<file path="config.mk">
export PLATFORM = sky130hd
export DESIGN_NAME = srl_fifo_ctrl
export DESIGN_NICKNAME = d
export VERILOG_FILES = /design/src/rtl/srl_fifo_ctrl.sv
export SDC_FILE = /design/constraint.sdc
export NUM_CORES = 1
export LEC_CHECK = 0
export CAP_MARGIN = 20
export CORE_MARGIN = 8
export CORE_UTILIZATION = 46
export CTS_BUF_LIST = sky130_fd_sc_hd__clkbuf_8
export DETAILED_ROUTE_END_ITERATION = 8
export GPL_ROUTABILITY_DRIVEN = 0
export GPL_TIMING_DRIVEN = 0
export SLEW_MARGIN = 20
export SYNTH_ARGS = -nofsm -noshare
export SYNTH_HDL_FRONTEND = slang
export SYNTH_SLANG_ARGS = --single-unit
</file>
<file path="constraint.sdc">
create_clock -name CLK -period 7.9 [get_ports CLK]
set_input_delay 1.58 -clock CLK [delete_from_list [all_inputs] [get_ports CLK]]
set_output_delay 1.58 -clock CLK [all_outputs]
set_load 0.02 [all_outputs]
</file>
<file path="src/rtl/srl_fifo_ctrl.sv">
// First-word-fall-through FIFO over a 32-deep shift-register store.
// Writes shift in at index 0; the head is read through the tap at COUNT-1.
module srl_fifo_ctrl #(
  parameter int unsigned WIDTH        = 8,
  parameter int unsigned AFULL_THRESH = 28
) (
  input  logic             CLK,
  input  logic             RST_N,
  input  logic             FLUSH,
  input  logic [WIDTH-1:0] I_DATA,
  input  logic             I_VALID,
  output logic             I_READY,
  output logic [WIDTH-1:0] O_DATA,
  output logic             O_VALID,
  input  logic             O_READY,
  output logic [5:0]       COUNT,
  output logic             ALMOST_FULL
);

  localparam logic [5:0] DEPTH    = 6'd32;
  localparam logic [5:0] AF_LEVEL = 6'(AFULL_THRESH);

  logic [WIDTH-1:0] srl_q [32];
  logic [5:0]       count_q, count_d;
  logic [4:0]       rd_addr;
  logic             push, pop;

  assign I_READY = RST_N & ~FLUSH & (count_q != DEPTH);
  assign O_VALID = RST_N & (count_q != 6'd0);
  assign push    = I_VALID & I_READY;
  assign pop     = O_VALID & O_READY;

  // Tap only meaningful when non-empty; O_DATA is forced to zero otherwise.
  assign rd_addr     = 5'(count_q - 6'd1);
  assign O_DATA      = O_VALID ? srl_q[rd_addr] : '0;
  assign ALMOST_FULL = RST_N & (count_q >= AF_LEVEL);
  assign COUNT       = count_q;

  always_comb begin
    count_d = count_q;
    if (FLUSH) begin
      count_d = 6'd0;
    end else begin
      case ({push, pop})
        2'b10:   count_d = count_q + 6'd1;
        2'b01:   count_d = count_q - 6'd1;
        default: count_d = count_q;
      endcase
    end
  end

  always_ff @(posedge CLK) begin
    if (!RST_N) begin
      count_q <= 6'd0;
    end else begin
      count_q <= count_d;
    end
  end

  // Storage has no reset path so it maps onto plain shift-register primitives.
  always_ff @(posedge CLK) begin
    if (push) begin
      for (int i = 31; i > 0; i--) begin
        srl_q[i] <= srl_q[i-1];
      end
      srl_q[0] <= I_DATA;
    end
  end

  always_ff @(posedge CLK) begin
    if (RST_N) begin
      assert (count_q <= DEPTH)
        else $error("srl_fifo_ctrl occupancy above depth: %0d", count_q);
    end
  end

endmodule

</file>
==> impl_metrics.sql, run 1 <==
INSERT INTO impl_metrics (metric_group, metric, value, unit) VALUES
('clocking', 'cts.hold.buffers_added', '0', ''),
('clocking', 'cts.sinks', '262', ''),
('logic_synthesis', 'synth-edff-count', '256', ''),
('logic_synthesis', 'post-synth-top-area-cell', 'sky130_fd_sc_hd__edfxtp_1', ''),
('route', 'drt-initial-drc-count', '550', ''),
('worst_setup_path', 'most_frequent_cell_on_the_critical_path', 'sky130_fd_sc_hd__clkdlybuf4s50_1', ''),
('worst_setup_path', 'required', '6.32', 'ns'),
('layout', 'num-nets-final', '686', ''),
('clocking', 'clkSlewWorstSetupHoldPaths', '0.07', 'ns'),
('clocking', 'cts-buffers-inserted', '43', ''),
('layout', 'multiInputGateArea', '2400', 'um^2'),
('route', 'detail_route.wirelength', '21.1', 'mm'),
('worst_setup_path', 'worst_r2r_path_depth', '9', ''),
('timing', 'number_of_max_slew_violations_in_the_final_report', '0', ''),
('timing', 'final_setup_violation_count', '0', ''),
('layout', 'insertedDiodeCount', '0', ''),
('place', 'place_hpwl', '12.9', 'mm'),
('layout', 'final_area', '11800', 'um^2'),
('clocking', 'clk_path_buf_depth', '3', ''),
('logic_synthesis', 'ys_types', '33', ''),
('grt', 'first_global_vias', '5745', ''),
('die', 'starting_utilization_of_the_core_area', '0.464', ''),
('layout', 'final_common_cell', 'sky130_fd_sc_hd__edfxtp_1', ''),
('worst_setup_path', 'reg2reg_slack', '4.85', 'ns'),
('place', 'placedInstanceArea', '11100', 'um^2'),
('layout', 'layout_common_cells', '256 x sky130_fd_sc_hd__edfxtp_1, 129 x sky130_fd_sc_hd__mux2i_1, 65 x sky130_fd_sc_hd__a22oi_1', ''),
('die', 'design.die.area', '27600', 'um^2'),
('clocking', 'tritoncts', 'built', ''),
('timing', 'final.period_utilization', '0.764', ''),
('die', 'design.core.area', '22400', 'um^2'),
('die', 'design.portCount', '30', ''),
('logic_synthesis', 'ys_seq_elements', '262', ''),
('pwr', 'total_power', '2.76', 'mW'),
('route', 'num_vias', '5533', ''),
('grt', 'grt_antenna_before_repair', '0', ''),
('logic_synthesis', 'post-synth-top-area-fraction', '0.741', ''),
('status', 'run_status', 'completed', ''),
('logic_synthesis', 'syn_area', '10400', 'um^2'),
('route', 'drt_pass1_iterations', '5', ''),
('worst_hold_path', 'holdCritStartpoint', 'srl_q[20][0]$_DFFE_PP_', ''),
('grt', 'grt.overflow.total', '0', ''),
('layout', 'drive_gt1_frac', '0.113', ''),
('clocking', 'cts_max_level', '2', ''),
('timing', 'layout_min_cycle_time', '6.03', 'ns'),
('layout', 'fillers', '1799', ''),
('logic_synthesis', 'synth-seq-area-share', '0.752', ''),
('flow_run', 'maxCapViolCount', '0', ''),
('worst_setup_path', 'critical_path_peak_fanout', '8', ''),
('worst_setup_path', 'crit_chain', 'clkdlybuf4s50_1 -> a21bo_2 -> nor3_1 -> nand3_1 -> nand4_1 -> clkdlybuf4s50_1', ''),
('timing', 'worst_slew_pin_slew', '1.12', 'ns'),
('pwr', 'power_leakage', '3.73', 'nW'),
('timing', 'unrepaired_setup_endpoints_after_global_routing', 'false', ''),
('pwr', 'ir_drop', '0.000151', 'V'),
('route', 'post_drt_via_cell_ratio', '5.62', ''),
('place', 'placement.io_buffers', '29', ''),
('worst_hold_path', 'hold-path-cell-count', '0', ''),
('route', 'detail-route-antenna-nets', '0', ''),
('grt', 'track_usage', '0.150', ''),
('timing', 'final-hold-violation-count', '0', ''),
('worst_hold_path', 'min-delay-path-class', 'reg2reg', ''),
('worst_setup_path', 'setup.worst_path.end_class', 'primary output', ''),
('clocking', 'insertion_delay', '0.52', 'ns'),
('layout', 'area_growth_syn_to_layout', '14.1', '%'),
('clocking', 'cts.repair.resized', '0', ''),
('route', 'drc', '0', ''),
('die', 'dieWidth', '166', 'um'),
('logic_synthesis', 'ys_warn_count', '0', ''),
('logic_synthesis', 'avgSynthCellArea', '17.5', 'um^2'),
('logic_synthesis', 'ys_dominant_reg_cell', 'sky130_fd_sc_hd__edfxtp_1', ''),
('timing', 'timing.clock.skew', '0.0146', 'ns'),
('route', 'wl_per_cell', '21.5', 'um');
[critical path, delay by kind of cell]
| kind | cells | cell delay [ns] |
|---|---|---|
| simple gates | 3 | 1.45 |
| buf+inv | 2 | 1.14 |
| compound gates | 1 | 0.29 |
[synthesized netlist by cell type, types with 4 or more instances]
cell type                  number
sky130_fd_sc_hd__mux2i_1      129
sky130_fd_sc_hd__ha_1           4
sky130_fd_sc_hd__nand3_1       35
sky130_fd_sc_hd__clkbuf_1      15
sky130_fd_sc_hd__a22oi_1       65
sky130_fd_sc_hd__nor3_1         5
sky130_fd_sc_hd__dfxtp_1        6
sky130_fd_sc_hd__xnor2_1        5
sky130_fd_sc_hd__nor2_1        13
sky130_fd_sc_hd__edfxtp_1     256
sky130_fd_sc_hd__buf_2         15
sky130_fd_sc_hd__xor2_1         5
sky130_fd_sc_hd__inv_1          6
sky130_fd_sc_hd__nand4_1        9
[report_power, final]
group / total (mW) / leakage [nW] / switching [mW] / internal (mW)
clock: 1.04 / 0.443 / 0.514 / 0.525
combinational: 0.147 / 0.887 / 0.0911 / 0.0558
sequential: 1.57 / 2.40 / 0.0165 / 1.56
total: 2.76 / 3.73 / 0.622 / 2.14
[worst max path at each step]
stage	from	endpoint
global route	RST_N	O_DATA[3]
floorplan	FLUSH	srl_q[0][0]$_DFFE_PP_
detailed placement	RST_N	O_DATA[3]
finish	RST_N	O_DATA[3]
CTS	RST_N	O_DATA[3]
global placement	RST_N	srl_q[29][2]$_DFFE_PP_
[routing by layer]
metal	part of all wire	vias to the layer above	track usage
li1	-	2528	-
met1	0.44	2796	0.201
met2	0.48	165	0.240
met3	0.054	44	0.0314
met4	0.026	0	0.0564
met5	0	-	0
[stage by stage]
stage / cells / TNS [ns] / setup slack [ns] / hold WS (ns) / util
global route: 984 / 0 / 1.85 / 0.441 / 0.530
finish: 984 / 0 / 1.87 / 0.440 / 0.530
global placement: 907 / -403.69 / -1.60 / 0.428 / 0.493
floorplan: 593 / 0 / 0.00939 / 0.426 / -
detailed placement: 909 / 0 / 1.89 / 0.433 / 0.496
CTS: 984 / 0 / 1.89 / 0.440 / 0.529
[flip-flops by register name (all words and copies together), names as in the netlist]
register / count
srl_q: 256
COUNT: 6
[cell type report]
type,count,area share
sequential,262,0.659
clock inverter,30,0.0102
clock buffer,45,0.0523
timing repair buffer,31,0.0292
tap,285,0.0301
buffer,33,0.0136
inverter,6,0.00254
multi-input combinational,292,0.203
[kinds of logic after synthesis]
kind of cell	Yosys count	synth area share
XOR/XNOR	10	0.00844
multiplexers	129	0.124
buffers and inverters	39	0.0177
AO/OA/AOI/OAI	77	0.0547
flip-flops	262	0.752
AND/OR/NAND/NOR	72	0.0377
adder cells (fa/ha/maj)	4	0.00482
Note: power is estimated with default switching activity, not from simulation.
==> run 2: changes to the inputs <==
==> constraint.sdc (replaced) <==
create_clock -name CLK -period 5.1 [get_ports CLK]
set_input_delay 1.02 -clock CLK [delete_from_list [all_inputs] [get_ports CLK]]
set_output_delay 1.02 -clock CLK [all_outputs]
set_load 0.02 [all_outputs]
==> run 2 against run 1 <==
Sequential cell count stayed put. Clock power is 52% higher. Sequential power rose by 55%. Highest routed layer unchanged.
==> impl_metrics.sql, run 2 (synthesized netlist as in run 1, its figures left out) <==
INSERT INTO impl_metrics (metric_group, metric, value, unit) VALUES
('pwr', 'ir_drop', '0.000237', 'V'),
('clocking', 'cts_setup_buffers', '0', ''),
('die', 'dieWidth', '166', 'um'),
('worst_setup_path', 'critical_path.top_delay_family', 'buffers and inverters', ''),
('die', 'design.die.area', '27600', 'um^2'),
('route', 'drt-initial-drc-count', '665', ''),
('route', 'post_drt_via_cell_ratio', '5.73', ''),
('grt', 'globalRoute.busiestLayer', 'met2', ''),
('route', 'drc', '0', ''),
('worst_setup_path', 'reg2reg_slack', '1.47', 'ns'),
('timing', 'unrepaired_setup_endpoints_after_global_routing', 'false', ''),
('die', 'design.portCount', '30', ''),
('grt', 'met2_track_demand_over_resource_in_global_routing', '0.245', ''),
('timing', 'slew-limit-headroom', '0.478', ''),
('route', 'wl_per_cell', '21.8', 'um'),
('timing', 'number_of_max_slew_violations_in_the_final_report', '0', ''),
('worst_setup_path', 'required', '4.08', 'ns'),
('route', 'detail-route-antenna-nets', '0', ''),
('worst_hold_path', 'hold-path-cell-count', '0', ''),
('flow_run', 'maxCapViolCount', '0', ''),
('timing', 'layout_min_cycle_time', '4.81', 'ns'),
('grt', 'grt.overflow.total', '0', ''),
('clocking', 'cts.sinks', '262', ''),
('timing', 'final.period_utilization', '0.943', ''),
('worst_setup_path', 'crit_path_start_kind', 'register', ''),
('clocking', 'clk_path_buf_depth', '3', ''),
('die', 'vert_die_dim', '166', 'um'),
('grt', 'first_global_vias', '5759', ''),
('clocking', 'cts.hold.buffers_added', '0', ''),
('worst_setup_path', 'critical_path_class', 'reg2out', ''),
('timing', 'worst_slew_pin_slew', '0.784', 'ns'),
('pwr', 'power_leakage', '3.80', 'nW'),
('clocking', 'cts_max_level', '2', ''),
('layout', 'final_core_utilization', '0.536', ''),
('grt', 'grt_antenna_before_repair', '0', ''),
('clocking', 'insertion_delay', '0.53', 'ns'),
('worst_setup_path', 'worstPathArrival', '3.79', 'ns'),
('timing', 'max_frequency', '0.208', 'GHz'),
('layout', 'largest_reg_flops', '256', ''),
('timing', 'timing.clock.skew', '0.0207', 'ns'),
('grt', 'track_usage', '0.155', ''),
('clocking', 'cts-buffers-inserted', '44', ''),
('layout', 'insertedDiodeCount', '0', ''),
('worst_setup_path', 'most_frequent_cell_on_the_critical_path', 'sky130_fd_sc_hd__clkbuf_1', ''),
('clocking', 'clkSlewWorstSetupHoldPaths', '0.06', 'ns'),
('worst_setup_path', 'path_buf_inv', '5', ''),
('route', 'detail_route.wirelength', '21.6', 'mm'),
('die', 'design.core.area', '22400', 'um^2'),
('timing', 'final-hold-violation-count', '0', ''),
('clocking', 'cts_root_buffer', 'sky130_fd_sc_hd__clkbuf_8', ''),
('layout', 'num-nets-final', '693', ''),
('worst_setup_path', 'cp_slowest_cell', 'sky130_fd_sc_hd__clkdlybuf4s50_1', ''),
('die', 'num_rows', '55', ''),
('grt', 'grt_start_max_net_pins', '40', ''),
('worst_hold_path', 'min-delay-path-class', 'reg2reg', ''),
('worst_hold_path', 'worstHoldEndpoint', 'srl_q[19][1]$_DFFE_PP_', ''),
('worst_setup_path', 'r2r_end', 'srl_q[9][2]$_DFFE_PP_', ''),
('worst_setup_path', 'setup.worst_path.end_class', 'primary output', ''),
('layout', 'largest_register', 'srl_q', ''),
('timing', 'final_setup_violation_count', '0', ''),
('die', 'starting_utilization_of_the_core_area', '0.464', ''),
('grt', 'groute.layer.met3.usage', '0.0323', ''),
('grt', 'use_met1', '0.211', ''),
('clocking', 'cts.repair.resized', '0', ''),
('grt', 'grt_first_pass_wirelength', '33.6', 'mm'),
('layout', 'drive_gt1_frac', '0.122', ''),
('pwr', 'p_per_area', '355', 'nW/um^2'),
('pwr', 'total_power', '4.26', 'mW'),
('place', 'placement.io_buffers', '29', ''),
('worst_setup_path', 'critical_path_peak_fanout', '10', ''),
('worst_setup_path', 'critPathMaxStageDelay', '0.63', 'ns'),
('worst_setup_path', 'crit_chain', 'inv_1 -> ha_1 -> clkbuf_1 -> clkbuf_1 -> buf_2 -> mux2i_1 -> a22oi_1 -> nand3_1 -> nand4_1 -> clkdlybuf4s50_1', ''),
('layout', 'final_common_cell', 'sky130_fd_sc_hd__edfxtp_1', ''),
('route', 'drt_pass1_iterations', '5', ''),
('worst_setup_path', 'reg2reg_from', 'COUNT[0]$_SDFFE_PP0P_', ''),
('status', 'run_status', 'completed', ''),
('worst_hold_path', 'holdCritStartpoint', 'srl_q[18][1]$_DFFE_PP_', ''),
('place', 'place_hpwl', '13.8', 'mm'),
('route', 'num_vias', '5666', ''),
('clocking', 'tritoncts', 'built', ''),
('layout', 'layout_common_cells', '256 x sky130_fd_sc_hd__edfxtp_1, 129 x sky130_fd_sc_hd__mux2i_1, 65 x sky130_fd_sc_hd__a22oi_1', ''),
('worst_setup_path', 'worst_r2r_path_depth', '14', ''),
('layout', 'area_growth_syn_to_layout', '15.6', '%');
[run 2: cell count changes in the layout (fill, tap and decap cells not counted), moves of 2 or more]
cell and delta:
sky130_fd_sc_hd__buf_12 +5, sky130_fd_sc_hd__clkinv_1 -2, sky130_fd_sc_hd__clkinv_2 -4, sky130_fd_sc_hd__inv_1 +4
[run 2: metrics by stage]
step	cells	TNS [ns]	setup WS (ns)	instance area [um^2]	hold WS, ns
detailed placement	915	0	0.178	11300	0.433
floorplan	593	-114.60	-0.448	10400	0.426
finish	988	0	0.289	12000	0.440
global route	988	0	0.0808	12000	0.446
CTS	988	0	0.167	12000	0.443
global placement	907	-517.44	-2.04	11100	0.429
[run 2: worst max path at each step]
stage | from | slack, ns | end | depth (start not counted)
4_1_cts | RST_N | 0.17 | O_DATA[6] | 6
6_report | COUNT[1]$_SDFFE_PP0P_ | 0.29 | O_DATA[3] | 10
5_1_grt | COUNT[1]$_SDFFE_PP0P_ | 0.08 | O_DATA[3] | 10
3_3_place_gp | FLUSH | -2.04 | srl_q[29][2]$_DFFE_PP_ | 5
2_1_floorplan | FLUSH | -0.45 | srl_q[0][0]$_DFFE_PP_ | 4
3_5_place_dp | RST_N | 0.18 | O_DATA[6] | 6
[run 2: routing by layer]
layer  up-vias  routed length [um]
met3        56                1330
met1      2874                9510
met5         -                   0
met4         0                 518
li1       2544                   -
met2       192               10200
[run 2: cell type report]
cell class / instances / area [um^2]
Clock buffer: 45 / 619
Sequential cell: 262 / 7810
Fill cell: 1781 / 10400
Buffer: 33 / 161
Inverter: 6 / 26.3
Multi-Input combinational cell: 292 / 2440
Tap cell: 285 / 357
Timing Repair Buffer: 37 / 473
Clock inverter: 28 / 109
[run 2: power by group]
part | switching, mW | internal, mW
clock network | 0.772 | 0.808
logic | 0.145 | 0.0953
registers | 0.0260 | 2.41
==> run 3: changes to the inputs <==
--- a/config.mk
+++ b/config.mk
@@ -5,7 +5,6 @@
 export SDC_FILE = /design/constraint.sdc
 export NUM_CORES = 1
 export LEC_CHECK = 0
-export CAP_MARGIN = 20
 export CORE_MARGIN = 8
 export CORE_UTILIZATION = 46
 export CTS_BUF_LIST = sky130_fd_sc_hd__clkbuf_8
==> run 3 against run 2 <==
Critical path depth did not move. Sequential power barely moved. Largest cell class unchanged. Sequential cell count did not move. Worst hold slack got worse by 0.0069 ns. Global-route usage rose by 0.092 points.
==> impl_metrics.sql, run 3 (synthesized netlist as in run 1, its figures left out) <==
INSERT INTO impl_metrics (metric_group, metric, value, unit) VALUES
('status', 'run_status', 'completed', ''),
('timing', 'unrepaired_setup_endpoints_after_global_routing', 'false', ''),
('clocking', 'cts.hold.buffers_added', '0', ''),
('die', 'vert_die_dim', '166', 'um'),
('layout', 'drive_gt1_frac', '0.122', ''),
('die', 'design.core.area', '22400', 'um^2'),
('grt', 'track_usage', '0.155', ''),
('clocking', 'tritoncts', 'built', ''),
('layout', 'insertedDiodeCount', '0', ''),
('die', 'starting_utilization_of_the_core_area', '0.464', ''),
('route', 'drt-initial-drc-count', '603', ''),
('worst_hold_path', 'min-delay-path-class', 'reg2reg', ''),
('grt', 'first_global_vias', '5798', ''),
('layout', 'largest_reg_flops', '256', ''),
('worst_setup_path', 'crit_path_start_kind', 'register', ''),
('route', 'drc', '0', ''),
('timing', 'layout_min_cycle_time', '4.82', 'ns'),
('pwr', 'power_leakage', '3.78', 'nW'),
('timing', 'final.period_utilization', '0.945', ''),
('worst_setup_path', 'critPathMaxStageDelay', '0.63', 'ns'),
('grt', 'met2_track_demand_over_resource_in_global_routing', '0.244', ''),
('layout', 'largest_register', 'srl_q', ''),
('worst_setup_path', 'path_buf_inv', '5', ''),
('place', 'place_hpwl', '13.8', 'mm'),
('route', 'drt_pass1_iterations', '5', ''),
('grt', 'grt_antenna_before_repair', '0', ''),
('worst_setup_path', 'required', '4.08', 'ns'),
('place', 'placement.io_buffers', '29', ''),
('worst_setup_path', 'most_frequent_cell_on_the_critical_path', 'sky130_fd_sc_hd__clkbuf_1', ''),
('clocking', 'cts-buffers-inserted', '44', ''),
('timing', 'slew-limit-headroom', '0.448', ''),
('route', 'post_drt_via_cell_ratio', '5.75', ''),
('clocking', 'cts_root_buffer', 'sky130_fd_sc_hd__clkbuf_8', ''),
('timing', 'timing.clock.skew', '0.0247', 'ns'),
('grt', 'globalRoute.busiestLayer', 'met2', ''),
('die', 'design.die.area', '27600', 'um^2'),
('timing', 'final-hold-violation-count', '0', ''),
('flow_run', 'maxCapViolCount', '0', ''),
('clocking', 'clkSlewWorstSetupHoldPaths', '0.06', 'ns'),
('timing', 'hold_ws', '0.433', 'ns'),
('route', 'detail_route.wirelength', '21.8', 'mm'),
('clocking', 'clk_path_buf_depth', '3', ''),
('worst_setup_path', 'critical_path_class', 'reg2out', ''),
('clocking', 'cts_max_level', '2', ''),
('die', 'dieWidth', '166', 'um'),
('layout', 'final-instance-count-excl-fill', '981', ''),
('worst_setup_path', 'worstPathArrival', '3.80', 'ns'),
('place', 'place.detailed.instances', '915', ''),
('grt', 'grt.overflow.total', '0', ''),
('route', 'detail-route-antenna-nets', '0', ''),
('worst_setup_path', 'cp_slowest_cell', 'sky130_fd_sc_hd__clkdlybuf4s50_1', ''),
('layout', 'num-nets-final', '693', ''),
('layout', 'layout_common_cells', '256 x sky130_fd_sc_hd__edfxtp_1, 129 x sky130_fd_sc_hd__mux2i_1, 65 x sky130_fd_sc_hd__a22oi_1', ''),
('clocking', 'insertion_delay', '0.53', 'ns'),
('timing', 'final_setup_violation_count', '0', ''),
('timing', 'worst_slew_pin_slew', '0.829', 'ns'),
('pwr', 'total_power', '4.31', 'mW'),
('grt', 'use_met1', '0.206', ''),
('clocking', 'cts.sinks', '262', ''),
('clocking', 'cts.repair.resized', '0', ''),
('worst_setup_path', 'critical_path.top_delay_family', 'buffers and inverters', ''),
('worst_setup_path', 'crit_chain', 'inv_1 -> ha_1 -> clkbuf_1 -> clkbuf_1 -> buf_2 -> mux2i_1 -> a22oi_1 -> nand3_1 -> nand4_1 -> clkdlybuf4s50_1', ''),
('grt', 'grt_first_pass_wirelength', '33.7', 'mm'),
('timing', 'number_of_max_slew_violations_in_the_final_report', '0', ''),
('timing', 'finalSetupTns', '0', 'ns'),
('timing', 'max_frequency', '0.207', 'GHz'),
('layout', 'area_growth_syn_to_layout', '15.6', '%'),
('worst_setup_path', 'setup.worst_path.end_class', 'primary output', ''),
('route', 'wl_per_cell', '22.3', 'um'),
('layout', 'final_area', '12000', 'um^2'),
('place', 'placedInstanceArea', '11300', 'um^2'),
('grt', 'grt_start_max_net_pins', '40', ''),
('die', 'design.portCount', '30', ''),
('die', 'num_rows', '55', ''),
('route', 'num_vias', '5640', ''),
('pwr', 'p_per_area', '359', 'nW/um^2'),
('pwr', 'ir_drop', '0.000234', 'V'),
('grt', 'groute.layer.met3.usage', '0.0368', ''),
('worst_setup_path', 'critical_path_peak_fanout', '10', ''),
('clocking', 'cts_setup_buffers', '0', ''),
('layout', 'final_common_cell', 'sky130_fd_sc_hd__edfxtp_1', '');
-- run 3: changes by cell type in the layout (fill, tap and decap cells not counted), sizes merged --
| cell | previous run | this run |
|---|---|---|
| inv | 24 | 20 |
| bufinv | 0 | 1 |
| clkinv | 9 | 5 |
-- run 3: final timing paths --
check | to | start | slack (ns) | cells past startpoint
worst max-delay path | O_DATA[3] | COUNT[1]$_SDFFE_PP0P_ | 0.28 | 10
worst min-delay path | srl_q[12][3]$_DFFE_PP_ | srl_q[11][3]$_DFFE_PP_ | 0.43 | 0
worst max register to register | srl_q[10][2]$_DFFE_PP_ | COUNT[0]$_SDFFE_PP0P_ | 1.47 | 14
worst min register to register | srl_q[12][3]$_DFFE_PP_ | srl_q[11][3]$_DFFE_PP_ | 0.43 | 0
-- run 3: layer usage --
layer	routed length (um)	up-vias
li1	-	2537
met1	9570	2856
met2	10100	189
met3	1440	58
met4	675	0
met5	0	-
-- run 3: worst register-to-register path, stage by stage (launching register included) --
cell and delay [ns]:
sky130_fd_sc_hd__dfxtp_1 0.37, sky130_fd_sc_hd__buf_6 0.15, sky130_fd_sc_hd__inv_1 0.09, sky130_fd_sc_hd__ha_1 0.20
sky130_fd_sc_hd__nor4b_4 0.14, sky130_fd_sc_hd__a21oi_4 0.17, sky130_fd_sc_hd__nand2_2 0.09, sky130_fd_sc_hd__clkinvlp_4 0.39
sky130_fd_sc_hd__buf_16 0.24, sky130_fd_sc_hd__buf_12 0.23, sky130_fd_sc_hd__buf_12 0.25, sky130_fd_sc_hd__buf_12 0.25
sky130_fd_sc_hd__buf_12 0.26, sky130_fd_sc_hd__buf_16 0.21, sky130_fd_sc_hd__buf_12 0.25
-- run 3: area by class of cell --
| class | instances | area, um^2 |
|---|---|---|
| Buffer | 33 | 161 |
| Clock inverter | 21 | 106 |
| Timing Repair Buffer | 37 | 473 |
| Inverter | 6 | 26.3 |
| Multi-Input combinational cell | 292 | 2440 |
| Fill cell | 1766 | 10400 |
| Clock buffer | 45 | 619 |
| Sequential cell | 262 | 7810 |
| Tap cell | 285 | 357 |
-- run 3: metrics by stage --
stage | utilization | setup slack (ns)
after floorplan | - | -0.448
after global placement | 0.495 | -2.04
after detailed placement | 0.503 | 0.181
after CTS | 0.536 | 0.169
after global routing | 0.536 | 0.0427
final | 0.536 | 0.280
-- run 3: power by group --
group | internal, mW | total [mW] | switching [mW]
clock | 0.851 | 1.63 | 0.778
sequential | 2.41 | 2.44 | 0.0263
combinational | 0.0953 | 0.242 | 0.146
total | 3.36 | 4.31 | 0.951
